### config.mk
export PLATFORM = sky130hd
export DESIGN_NAME = multdiv_flat
export DESIGN_NICKNAME = d
export VERILOG_FILES = /design/src/rtl/multdiv_if.sv /design/src/rtl/multdiv.sv /design/src/flat_wrapper.sv
export SDC_FILE = /design/constraint.sdc
export NUM_CORES = 1
export LEC_CHECK = 0
export BUFFER_PORTS_ARGS = -buffer_cell sky130_fd_sc_hd__buf_2
export CORE_MARGIN = 1.5
export CORE_UTILIZATION = 40
export DETAILED_ROUTE_END_ITERATION = 10
export RECOVER_POWER = 50
export SYNTH_ARGS = -nofsm -noshare
export SYNTH_HDL_FRONTEND = slang
export SYNTH_SLANG_ARGS = --single-unit
### constraint.sdc
create_clock -name clock -period 4.75 [get_ports clock]
set_input_delay 0.475 -clock clock [delete_from_list [all_inputs] [get_ports clock]]
set_output_delay 0.475 -clock clock [all_outputs]
set_load 0.05 [all_outputs]
### src/rtl/multdiv_if.sv
// Operand, start and result bundle between the execute-stage control and the
// multi-cycle multiplier/divider.
interface multdiv_if;
    logic [31:0] data_operandA;
    logic [31:0] data_operandB;
    logic        ctrl_MULT;
    logic        ctrl_DIV;
    logic [31:0] data_result;
    logic        data_exception;
    logic        data_resultRDY;

    modport master (
        output data_operandA, data_operandB, ctrl_MULT, ctrl_DIV,
        input  data_result, data_exception, data_resultRDY
    );

    modport slave (
        input  data_operandA, data_operandB, ctrl_MULT, ctrl_DIV,
        output data_result, data_exception, data_resultRDY
    );
endinterface

### src/rtl/multdiv.sv
// Signed 32-bit multi-cycle multiplier / divider: 32 magnitude iterations,
// sign fix-up and exception detection on the edge that enters DONE.
module multdiv (
    input  logic     clock,
    input  logic     reset,
    multdiv_if.slave bus
);

    typedef enum logic [1:0] {IDLE, MUL, DIV, DONE} state_t;

    state_t      r_state;
    state_t      w_next;
    logic [5:0]  r_count;
    logic [31:0] r_opA;
    logic [31:0] r_opB;
    logic [64:0] r_acc;
    logic [31:0] r_result;
    logic        r_exception;
    logic        r_rdy;

    logic        w_start;
    logic        w_lastIter;
    logic        w_neg;
    logic [31:0] w_magA;
    logic [31:0] w_magB;
    logic [33:0] w_mulSum;
    logic [64:0] w_mulNext;
    logic [64:0] w_mulProd;
    logic        w_mulExc;
    logic [32:0] w_divShift;
    logic [33:0] w_divDiff;
    logic [32:0] w_divRem;
    logic [64:0] w_divNext;
    logic [31:0] w_quot;
    logic        w_divSpecial;

    // 0x80000000 maps to unsigned 2^31, which still fits the 32-bit magnitude
    function automatic logic [31:0] mag32(input logic [31:0] v);
        return v[31] ? (~v + 32'd1) : v;
    endfunction

    assign w_start    = bus.ctrl_MULT | bus.ctrl_DIV;
    assign w_lastIter = ((r_state == MUL) || (r_state == DIV)) && (r_count == 6'd32);
    assign w_neg      = r_opA[31] ^ r_opB[31];
    assign w_magA     = mag32(r_opA);
    assign w_magB     = mag32(r_opB);

    // Multiply: upper 33 bits accumulate, multiplier bits retire from bit 0
    assign w_mulSum  = {1'b0, r_acc[64:32]} + {2'b00, (r_acc[0] ? w_magA : 32'd0)};
    assign w_mulNext = {w_mulSum, r_acc[31:1]};
    assign w_mulProd = w_neg ? (65'd0 - r_acc) : r_acc;
    assign w_mulExc  = ~((&w_mulProd[64:31]) | ~(|w_mulProd[64:31]));

    // Divide: remainder in the upper 33 bits, dividend shifts out as quotient shifts in
    assign w_divShift   = r_acc[63:31];
    assign w_divDiff    = {1'b0, w_divShift} - {2'b00, w_magB};
    assign w_divRem     = w_divDiff[33] ? w_divShift : w_divDiff[32:0];
    assign w_divNext    = {w_divRem, r_acc[30:0], ~w_divDiff[33]};
    assign w_quot       = w_neg ? (32'd0 - r_acc[31:0]) : r_acc[31:0];
    assign w_divSpecial = (r_opB == 32'd0) ||
                          ((r_opA == 32'h8000_0000) && (r_opB == 32'hFFFF_FFFF));

    always_ff @(posedge clock or posedge reset) begin
        if (reset) r_state <= IDLE;
        else       r_state <= w_next;
    end

    // A start pulse pre-empts whatever is in flight; multiply has priority
    always_comb begin
        w_next = r_state;
        if (bus.ctrl_MULT)     w_next = MUL;
        else if (bus.ctrl_DIV) w_next = DIV;
        else begin
            case (r_state)
                MUL, DIV: if (r_count == 6'd32) w_next = DONE;
                DONE:     w_next = IDLE;
                default:  w_next = r_state;
            endcase
        end
    end

    always_ff @(posedge clock or posedge reset) begin
        if (reset) begin
            r_count     <= 6'd0;
            r_opA       <= 32'd0;
            r_opB       <= 32'd0;
            r_acc       <= 65'd0;
            r_result    <= 32'd0;
            r_exception <= 1'b0;
            r_rdy       <= 1'b0;
        end else if (w_start) begin
            r_count <= 6'd0;
            r_opA   <= bus.data_operandA;
            r_opB   <= bus.data_operandB;
            r_acc   <= bus.ctrl_MULT ? {33'd0, mag32(bus.data_operandB)}
                                     : {33'd0, mag32(bus.data_operandA)};
            r_rdy   <= 1'b0;
        end else begin
            r_rdy <= w_lastIter;
            if (w_lastIter) begin
                if (r_state == MUL) begin
                    r_result    <= w_mulProd[31:0];
                    r_exception <= w_mulExc;
                end else if (w_divSpecial) begin
                    r_result    <= 32'd0;
                    r_exception <= 1'b1;
                end else begin
                    r_result    <= w_quot;
                    r_exception <= 1'b0;
                end
            end else if (r_state == MUL) begin
                r_acc   <= w_mulNext;
                r_count <= r_count + 6'd1;
            end else if (r_state == DIV) begin
                r_acc   <= w_divNext;
                r_count <= r_count + 6'd1;
            end
        end
    end

    assign bus.data_result    = r_result;
    assign bus.data_exception = r_exception;
    assign bus.data_resultRDY = r_rdy;

endmodule

### src/flat_wrapper.sv
// flat-port wrapper written by rule: the top's interface ports become plain ports
module multdiv_flat 
  (clock, reset, bus_data_operandA, bus_data_operandB, bus_ctrl_MULT, bus_ctrl_DIV, bus_data_result, bus_data_exception, bus_data_resultRDY);
  multdiv_if bus_i ();
  input  logic clock;
  input  logic reset;
  input wire logic [$bits(bus_i.data_operandA)-1:0] bus_data_operandA;
  input wire logic [$bits(bus_i.data_operandB)-1:0] bus_data_operandB;
  input wire logic [$bits(bus_i.ctrl_MULT)-1:0] bus_ctrl_MULT;
  input wire logic [$bits(bus_i.ctrl_DIV)-1:0] bus_ctrl_DIV;
  output wire logic [$bits(bus_i.data_result)-1:0] bus_data_result;
  output wire logic [$bits(bus_i.data_exception)-1:0] bus_data_exception;
  output wire logic [$bits(bus_i.data_resultRDY)-1:0] bus_data_resultRDY;
  assign bus_i.data_operandA = bus_data_operandA;
  assign bus_i.data_operandB = bus_data_operandB;
  assign bus_i.ctrl_MULT = bus_ctrl_MULT;
  assign bus_i.ctrl_DIV = bus_ctrl_DIV;
  assign bus_data_result = bus_i.data_result;
  assign bus_data_exception = bus_i.data_exception;
  assign bus_data_resultRDY = bus_i.data_resultRDY;
  multdiv u_core (.clock(clock), .reset(reset), .bus(bus_i));
endmodule
==> flow_metrics.py <==
metrics = {
    "outcome": {
        "status": "complete, but fails checks",
        "violations": "max-capacitance violations, max-slew violations",
    },
    "timing": {
        "slew_viol_final": 172,
        "worst_pin_slew_ns": 4.01,
        "relSlewSlack_pct": -167,
        "hold_viol": 0,
        "fin_skew_ns": 0.0140,
        "min_period_over_period_pct": 99.0,
        "rsz0062_at_grt": "true",
        "max_freq_ghz": 0.213,
        "period_needed_ns": 4.70,
        "setup_viol": 0,
    },
    "power_and_ir_drop": {
        "switching_power_mw": 2.26,
        "ir_drop_v": 0.000273,
        "seqPwrFrac_pct": 32.4,
        "pwr-share-comb_pct": 40.7,
        "clkPwrFrac_pct": 27.0,
        "powerDensity_nw_per_um2": 300,
        "intPower_mw": 3.26,
        "leakage_nw": 8.05,
        "switching_share_pct": 40.9,
    },
    "cts": {
        "cts.sinks": 171,
        "clk_pin_slew_ns": 0.07,
        "cts_buffers": 17,
        "cts_root_buf": "clkbuf_16",
        "clk_path_buf_depth": 2,
        "h-tree-depth": 4,
        "tritoncts": "built",
        "clk_latency_ns": 0.47,
    },
    "synth": {
        "ys_warn_count": 0,
        "ys_async_sr_fraction_pct": 100,
        "avgSynthCellArea_um2": 7.83,
        "yosys.area.top_type": "dfrtp_1",
        "syn_inst": 2038,
        "ys.flop_type": "dfrtp_1",
        "yosys-top-cells-count": "nand2_1, dfrtp_1, nor2_1",
        "netlist_top_cells_area": "dfrtp_1, nand2_1, xnor2_1",
        "synth-seq-cells": 171,
        "synth-edff-count": 0,
        "synth_fp_nets": 2183,
        "ys_types": 86,
        "syn_area_um2": 15900,
        "yosysSeqAreaShare_pct": 26.8,
        "synth_top_area_share_pct": 26.8,
        "synth.most_common_cell": "nand2_1",
    },
    "die": {
        "coreArea_um2": 39000,
        "die_y_um": 203,
        "initial_core_util_pct": 40.9,
        "die_x_um": 203,
        "die_area_um2": 41100,
        "placementRows": 72,
        "ios": 102,
    },
    "critical_path": {
        "worstPathRequired_ns": 5.07,
        "cp_data_arrival_time_ns": 5.03,
        "rrSetupSlack_ns": 0.05,
        "worstSetupStartpointType": "flop",
        "reg2regPathDepth": 16,
        "worstSetupPathType": "flop to flop",
        "worstSetupEndpointType": "flop",
        "rr_startpoint": "u_core.r_opB[10]",
        "cp_max_fo": 7,
        "rr_endpoint": "u_core.r_acc[58]",
    },
    "placed_design": {
        "dp.cells": 2638,
        "postPlaceCellArea_um2": 17500,
        "gp_congestion": 0.939,
        "port_buffers": 101,
        "place_hpwl_um": 44300,
    },
    "route": {
        "antenna_left": 0,
        "wl_um": 57300,
        "via_per_inst": 6.02,
        "dr.pass1.iters": 7,
        "drt_iter0_drc": 1111,
        "wl_per_cell_um": 21.4,
        "num_vias": 16100,
        "drc": 0,
    },
    "job": {
        "drv_cap": 1,
    },
    "finish": {
        "fin_area_um2": 18400,
        "synthToLayoutAreaGrowth_pct": 15.3,
        "final_nets": 2293,
        "instances_no_fill": 2683,
        "drive_gt1_share_pct": 15.4,
    },
    "grt": {
        "grt_usage_pct": 27.5,
        "grt_pass1_wl_um": 86900,
        "grt_overflow": 0,
        "grt_max_degree": 172,
        "grt_pass1_vias": 15100,
        "antenna_found_initial": 6,
    },
    "min_path": {
        "hold_path_depth": 3,
        "hold_path.class": "primary input to flop",
        "min_to": "u_core.r_opA[19]",
        "min-delay-start": "bus_data_operandA[19]",
    },
}
## worst max-delay path: stages, from the launching register on
cell and delay (ns):
dfrtp_1 0.38, or4_4 0.53, or4_4 0.43, or4_4 0.47, or3_4 0.38, o41ai_4 0.31
xor2_1 0.19, ha_1 0.26, a21o_1 0.20, a21o_1 0.21, a21oi_4 0.16, o21ai_2 0.08
or3_4 0.43, buf_12 0.17, buf_12 0.13, mux2i_2 0.17, o21ai_1 0.08
## power by group through the flow
stage          sequential, mW  combinational, mW  clock [mW]
2_1_floorplan            1.72               1.50           0
3_5_place_dp             1.80               2.15           0
4_1_cts                  1.78               2.16        1.50
6_report                 1.79               2.25        1.49
5_1_grt                  1.80               2.43        1.56
3_3_place_gp             1.80               2.13           0
## layer usage
metal | GRT usage (%) | share of wire [%]
met1 | 36.1 | 44
met2 | 44.5 | 46
met3 | 4.99 | 6.1
met4 | 11.4 | 3.8
met5 | 0 | 0.045
## cell families (layout without fill, tap and decap cells)
family / count (synthesis) / after routing / synth area share, %
DFF: 171 / 171 / 26.8
AOI/OAI and AO/OA: 557 / 557 / 22.9
buffers and inverters: 156 / 279 / 3.93
adders and majority gates: 77 / 77 / 6.14
and+or+nand+nor: 785 / 785 / 23.7
muxes: 61 / 61 / 3.85
other: 0 / 4 / 0
xor gates and xnor gates: 231 / 231 / 12.7
## cell usage in the layout, fill, tap and decap left out, types with 31 or more instances in the layout
| cell type | instances |
|---|---|
| ha_1 | 73 |
| o21ai_0 | 122 |
| nand4_1 | 33 |
| nand2_1 | 323 |
| nor3_1 | 36 |
| a211oi_1 | 49 |
| mux2i_1 | 57 |
| nand3_1 | 40 |
| xor2_1 | 112 |
| inv_1 | 35 |
| dfrtp_1 | 171 |
| nor2_1 | 162 |
| xnor2_1 | 117 |
| buf_4 | 101 |
| o31ai_1 | 40 |
| a21o_1 | 31 |
| a21oi_1 | 124 |
| buf_2 | 100 |
## stage by stage
| step | TNS, ns | utilization [%] | total power, mW | setup slack, ns | hold WS [ns] |
|---|---|---|---|---|---|
| 5_1_grt | -1.23 | 47.1 | 5.80 | -0.120 | 0.266 |
| 6_report | 0 | 47.2 | 5.52 | 0.0480 | 0.256 |
| 2_1_floorplan | 0 | - | 3.21 | 0.00245 | 0.471 |
| 3_5_place_dp | -0.0792 | 44.8 | 3.95 | -0.0344 | 0.466 |
| 4_1_cts | 0 | 46.4 | 5.44 | 0.00755 | 0.247 |
| 3_3_place_gp | 0 | 44.8 | 3.93 | 0.0169 | 0.458 |
## flip-flops by register name, summed over array words and instances (netlist names)
register,flops
u_core.r_opA,32
u_core.r_count,6
u_core.bus.data_exception,1
u_core.r_acc,65
u_core.bus.data_result,32
u_core.r_state,2
u_core.bus.data_resultRDY,1
u_core.r_opB,32
## layout make-up
type,instances,area [µm²]
clock buffers,19,443
fillers,3930,20600
well taps,518,648
repair buffers,211,1390
multi-input cells,1711,11300
clock inverters,13,156
diodes,4,10.0
inverters,36,139
flip-flops and latches,171,4280
## worst max-delay path by stage
stage | from | endpoint | slack (ns) | cells after the start
2_1_floorplan | u_core.r_opB[10] | u_core.r_acc[50] | 0.002 | 16
3_3_place_gp | u_core.r_opB[10] | u_core.r_acc[32] | 0.02 | 15
3_5_place_dp | u_core.r_opB[10] | u_core.r_acc[57] | -0.03 | 16
4_1_cts | u_core.r_opB[10] | u_core.r_acc[58] | 0.008 | 16
5_1_grt | u_core.r_opB[10] | u_core.r_acc[58] | -0.12 | 16
6_report | u_core.r_opB[10] | u_core.r_acc[58] | 0.05 | 16
## what timing repair did
action / CTS / global route
pin swaps: 0 / 15
setup buffers: 0 / 8
gates resized for setup: 2 / 62
hold buffers: 0 / 0
cloned: 0 / 1
endpoints found under the setup margin: 7 / 33
Note: power is estimated with default switching activity, not from simulation.
